## src/rtl/slice_permute_unit.sv

```systemverilog
`default_nettype none
// ============================================================================
//  Module   : slice_permute_unit
//  Brief    : Accepts one 25-bit Keccak state slice every two cycles after a
//             start handshake and presents its pi-permuted image. A control
//             FSM generates the slice-register load strobe. A bit-permutation
//             network drives the output from the slice register.
//  Revision : 1.0 - initial release
// ============================================================================
module slice_permute_unit #(
  parameter int LINE_W    = 25,
  parameter int NUM_LINES = 64
) (
  input  logic              clk,
  input  logic              rst,          // asynchronous, active-low
  input  logic              start,
  input  logic [LINE_W-1:0] line,
  output logic              lineRegLoad,
  output logic [LINE_W-1:0] newLine,
  output logic              busy
);

  // Slice counter width; kept at least one bit wide for degenerate frames.
  localparam int                 c_CNT_W = (NUM_LINES > 1) ? $clog2(NUM_LINES) : 1;
  localparam logic [c_CNT_W-1:0] c_LAST  = c_CNT_W'(NUM_LINES - 1);

  // Elaboration-time guards on unsupported configurations.
  if (LINE_W != 25) begin : g_bad_line_w
    $error("slice_permute_unit: LINE_W must be 25 (5x5 lanes)");
  end
  if ((NUM_LINES < 1) || (NUM_LINES > 64) ||
      ((NUM_LINES & (NUM_LINES - 1)) != 0)) begin : g_bad_num_lines
    $error("slice_permute_unit: NUM_LINES must be a power of two <= 64");
  end

  typedef enum logic [1:0] {
    ST_IDLE = 2'd0,
    ST_ARM  = 2'd1,
    ST_LOAD = 2'd2,
    ST_HOLD = 2'd3
  } state_t;

  state_t              r_state;
  state_t              w_state_next;
  logic [c_CNT_W-1:0]  r_cnt;
  logic [c_CNT_W-1:0]  w_cnt_next;
  logic                w_load;
  logic                w_busy;
  logic [LINE_W-1:0]   r_line;

  // State and slice-counter registers.
  always_ff @(posedge clk or negedge rst) begin
    if (!rst) begin
      r_state <= ST_IDLE;
      r_cnt   <= '0;
    end else begin
      r_state <= w_state_next;
      r_cnt   <= w_cnt_next;
    end
  end

  // Next-state, counter update and Moore outputs. Start is only looked at in
  // IDLE and ARM, so a frame in flight can never be restarted.
  always_comb begin
    w_state_next = r_state;
    w_cnt_next   = r_cnt;
    w_load       = 1'b0;
    w_busy       = 1'b1;
    unique case (r_state)
      ST_IDLE: begin
        w_busy = 1'b0;
        if (start) begin
          w_state_next = ST_ARM;
        end
      end
      ST_ARM: begin
        // A long start level yields a single frame that begins once it drops.
        if (!start) begin
          w_state_next = ST_LOAD;
        end
      end
      ST_LOAD: begin
        w_load       = 1'b1;
        w_state_next = ST_HOLD;
      end
      ST_HOLD: begin
        if (r_cnt == c_LAST) begin
          w_cnt_next   = '0;
          w_state_next = ST_IDLE;
        end else begin
          w_cnt_next   = r_cnt + 1'b1;
          w_state_next = ST_LOAD;
        end
      end
      default: begin
        w_state_next = ST_IDLE;
        w_cnt_next   = '0;
        w_busy       = 1'b0;
      end
    endcase
  end

  // Slice register: captures the input on the strobe edge, otherwise holds.
  always_ff @(posedge clk or negedge rst) begin
    if (!rst) begin
      r_line <= '0;
    end else if (w_load) begin
      r_line <= line;
    end
  end

  assign lineRegLoad = w_load;
  assign busy        = w_busy;

  // Pi step as pure wiring: lane (x,y) at bit 5y+x moves to lane
  // (y, (2x+3y) mod 5), i.e. bit 5*((2x+3y) mod 5) + y.
  for (genvar gy = 0; gy < 5; gy++) begin : g_pi_y
    for (genvar gx = 0; gx < 5; gx++) begin : g_pi_x
      localparam int c_SRC = 5 * gy + gx;
      localparam int c_DST = 5 * ((2 * gx + 3 * gy) % 5) + gy;
      assign newLine[c_DST] = r_line[c_SRC];
    end
  end

endmodule
`default_nettype wire

```

## config.mk

```make
export PLATFORM = sky130hd
export DESIGN_NAME = slice_permute_unit
export DESIGN_NICKNAME = d
export VERILOG_FILES = /design/src/rtl/slice_permute_unit.sv
export SDC_FILE = /design/constraint.sdc
export NUM_CORES = 1
export LEC_CHECK = 0
export CAP_MARGIN = 0
export CORE_MARGIN = 5
export CORE_UTILIZATION = 39
export DETAILED_ROUTE_END_ITERATION = 10
export GPL_ROUTABILITY_DRIVEN = 0
export PLACE_DENSITY = 0.73
export SYNTH_ARGS = -nofsm -noshare
export SYNTH_HDL_FRONTEND = slang
export SYNTH_SLANG_ARGS = --single-unit
```

## constraint.sdc

```tcl
create_clock -name clk -period 1.2 [get_ports clk]
set_clock_uncertainty 0.05 [all_clocks]
set_input_delay 0.24 -clock clk [delete_from_list [all_inputs] [get_ports clk]]
set_output_delay 0.24 -clock clk [all_outputs]
set_load 0.05 [all_outputs]
```

==> run summary <==
Synth cell types -> 24
Setup repair after global routing missed its margin -> true
Total number of nets in the final design -> 202
Hold WC Path Type -> in2async
Final count of negative-setup-slack endpoints -> 59
Antenna violations before repair -> 0
Clock tree from TritonCTS -> done
Buffer type at the clock tree root -> sky130_fd_sc_hd__clkbuf_4
Die outline area -> 0.00493 mm^2
Share of the clock period used by the worst path -> 128%
Vias per Instance -> 4.90
Cell count of the worst reg-to-reg path -> 5
Share of synthesized area occupied by flip-flops and latches -> 58.4%
Mean routed wirelength per cell -> 19.2 um
Mapped cell area -> 0.00141 mm^2
Worst R2R Start -> r_state[0]
Effective utilization at floorplan -> 41.4%
Area share of the largest cell type after synthesis -> 58.4%
Setup Total Neg Slack -> -6.77 ns
Rows -> 21
First-pass GRT wire length -> 6500 um
Crit path capture type -> output port
Clock Sinks -> 33
Destination of the critical timing path -> busy
Net switching power of the design -> 0.00389 W
IO Count -> 55
Bufs on Longest Clock Path -> 2
Cell type with the highest aggregate area in the netlist -> sky130_fd_sc_hd__dfrtp_1
Max-capacitance violation count -> 0
Number of hold violations in the final report -> 0
Highest clock frequency the design can meet -> 651 MHz
Pint -> 0.00561 W
# H-tree levels -> 2
Mean cell area of the mapped netlist -> 15.5 um^2
Final worst slack -> -0.336 ns
Area growth, synth to finish -> 88.8%
Met2 layer usage reported by global route -> 28.9%
Die span in y -> 70.2 um
Clock slew at reported path FFs -> 0.10 ns
Busiest layer in global routing -> met2
Count of routing violations after the opening detailed-route iteration -> 22
Data required time of the worst path -> 0.91 ns
Critical path launch point -> r_state[1]
Via count -> 1078
Post-synthesis net count -> 120
TritonCTS buffer count -> 5
Standby leakage power -> 1.25 nW
Aggregate routed wire length -> 4230 um
Outcome -> finished with violations
Synth Warn # -> 0
Placed wire-length estimate -> 2590 um
M3 GR Usage -> 6.60%
VDD IR-drop max -> 0.00178 V
Gate Count Post-Synth -> 91
Critical R2R Capture -> r_line[19]
Net switching share of the total power -> 41.0%
DP Worst Slack -> -0.0917 ns
Worst slew margin relative to its limit -> 87.8%
Violated checks -> negative setup slack
Placeable Area -> 0.00342 mm^2
Power density over the cells -> 3560 mW/mm^2
All-Layer GR Usage -> 17.3%
Sequential share of power -> 24.4%
Via count of the first global-routing pass -> 1234
Setup slack of the worst register-to-register path -> -0.25 ns
Chip Width -> 70.2 um
Kind of critical path -> reg2out
Remaining Overflow, GRT -> 0
Top area cells in the synthesized netlist -> sky130_fd_sc_hd__dfrtp_1 58%, sky130_fd_sc_hd__mux2_4 19%, sky130_fd_sc_hd__mux2_2 5.6%, sky130_fd_sc_hd__buf_12 2.8%, sky130_fd_sc_hd__nand2_1 1.9%
Pre-Repair DR Iteration Count -> 4
Slew of the pin with the lowest slew margin -> 0.183 ns
Worst skew pair latency -> 0.34 ns
Count of input and output buffers -> 54
Combinational power share -> 68.0%
Slew Limit Fails -> 0
Antenna-violating nets left -> 0
Element type at the critical path start -> flop
Fraction of layout instances using a drive strength above 1 -> 56.9%
# diodes -> 0
Met1 Track Usage GR -> 18.6%
Time the worst path needs with I/O delays and setup -> 1.54 ns
Data arrival time at the worst-slack endpoint -> 1.25 ns
Crit-path max FO -> 2
Clock share of power -> 7.6%
DRC errors left -> 0
Pin count of the biggest net entering global routing -> 34
#FFs+latches synth -> 33
[layout by cell type, fill, tap and decap left out, drive strengths merged, types with 2 or more instances in the layout]
| master | count |
|---|---|
| o21ai | 2 |
| nand2 | 7 |
| clkbuf | 7 |
| and3 | 2 |
| a41oi | 2 |
| buf | 52 |
| mux2 | 25 |
| dfrtp | 33 |
| a21oi | 2 |
| xnor2 | 2 |
| clkdlybuf4s50 | 27 |
[timing repair]
item	in CTS	in global routing
hold buffers	0	0
pin swaps	4	3
gates resized for setup	27	13
cloned	2	0
endpoints found under the setup margin	58	60
setup buffers	9	10
endpoints found under the hold margin	0	0
[worst max-delay path, stage by stage, from the launching register on]
cell	delay, ns
sky130_fd_sc_hd__dfrtp_1	0.41
sky130_fd_sc_hd__buf_6	0.12
sky130_fd_sc_hd__or2_4	0.23
sky130_fd_sc_hd__buf_8	0.15
[cells by family after synthesis]
logic type | count (synthesis) | synth area share (%)
buf+inv | 5 | 4.25
flops | 33 | 58.4
mux | 25 | 24.7
xor+xnor | 2 | 1.24
fa+ha+maj | 1 | 0.885
compound gates | 9 | 4.25
simple gates | 16 | 6.28
[flip-flops by register name, indices dropped and copies added, names as in the netlist]
name / flops
r_cnt: 6
r_line: 25
r_state: 2
[power by group through the flow]
stage          clock network, W  logic (W)  registers (W)
3_5_place_dp                  0    0.00536        0.00232
2_1_floorplan                 0    0.00151        0.00354
3_3_place_gp                  0    0.00523        0.00226
4_1_cts                0.000740    0.00613        0.00229
5_1_grt                0.000787    0.00668        0.00239
6_report               0.000721    0.00646        0.00232
[cells in the mapped netlist]
library cell,number
sky130_fd_sc_hd__and3_1,2
sky130_fd_sc_hd__buf_2,1
sky130_fd_sc_hd__nand2_1,7
sky130_fd_sc_hd__or3_1,1
sky130_fd_sc_hd__inv_1,1
sky130_fd_sc_hd__buf_12,2
sky130_fd_sc_hd__a21o_1,1
sky130_fd_sc_hd__or2_2,1
sky130_fd_sc_hd__buf_6,1
sky130_fd_sc_hd__and2_1,1
sky130_fd_sc_hd__mux2_4,18
sky130_fd_sc_hd__a21oi_1,2
sky130_fd_sc_hd__dfrtp_1,33
sky130_fd_sc_hd__o211ai_1,1
sky130_fd_sc_hd__xnor2_1,2
sky130_fd_sc_hd__o21bai_1,1
sky130_fd_sc_hd__o21ai_0,2
sky130_fd_sc_hd__a41oi_1,2
sky130_fd_sc_hd__nand4_1,1
sky130_fd_sc_hd__nor2b_4,1
sky130_fd_sc_hd__mux2_2,7
sky130_fd_sc_hd__nand2b_1,1
sky130_fd_sc_hd__ha_1,1
sky130_fd_sc_hd__nand3_1,1
[worst min-delay path by stage]
stage	cells after the start	slack, ns	endpoint
after floorplan	0	-0.11	r_cnt[0]
after global placement	1	0.40	r_cnt[4]
after detailed placement	1	0.42	r_cnt[4]
after CTS	2	0.20	r_line[11]
after global routing	2	0.20	r_line[11]
final	2	0.21	r_line[5]
[per-stage QoR]
stage	hold slack (ns)	total power (W)	cell area [um^2]	instances	util, %
2_1_floorplan	-0.106	0.00505	1410	91	-
3_3_place_gp	0.404	0.00749	2300	193	67.2
3_5_place_dp	0.423	0.00767	2300	193	67.2
4_1_cts	0.202	0.00916	2570	212	75.3
5_1_grt	0.198	0.00986	2670	220	78.2
6_report	0.205	0.00950	2670	220	78.2
[layout make-up]
| cell class | count | area (um^2) |
|---|---|---|
| Clock inverter | 1 | 5.00 |
| Fill cell | 209 | 746 |
| Inverter | 1 | 3.75 |
| Timing Repair Buffer | 79 | 1110 |
| Sequential cell | 33 | 828 |
| Clock buffer | 7 | 65.1 |
| Tap cell | 46 | 57.6 |
| Multi-Input combinational cell | 53 | 604 |
[metal layers]
metal / vias to the layer above / routed length, um
met4: 0 / 144
met1: 536 / 1500
li1: 483 / -
met5: - / 0
met3: 13 / 244
met2: 46 / 2330
Power figures use the tool's default switching activity.
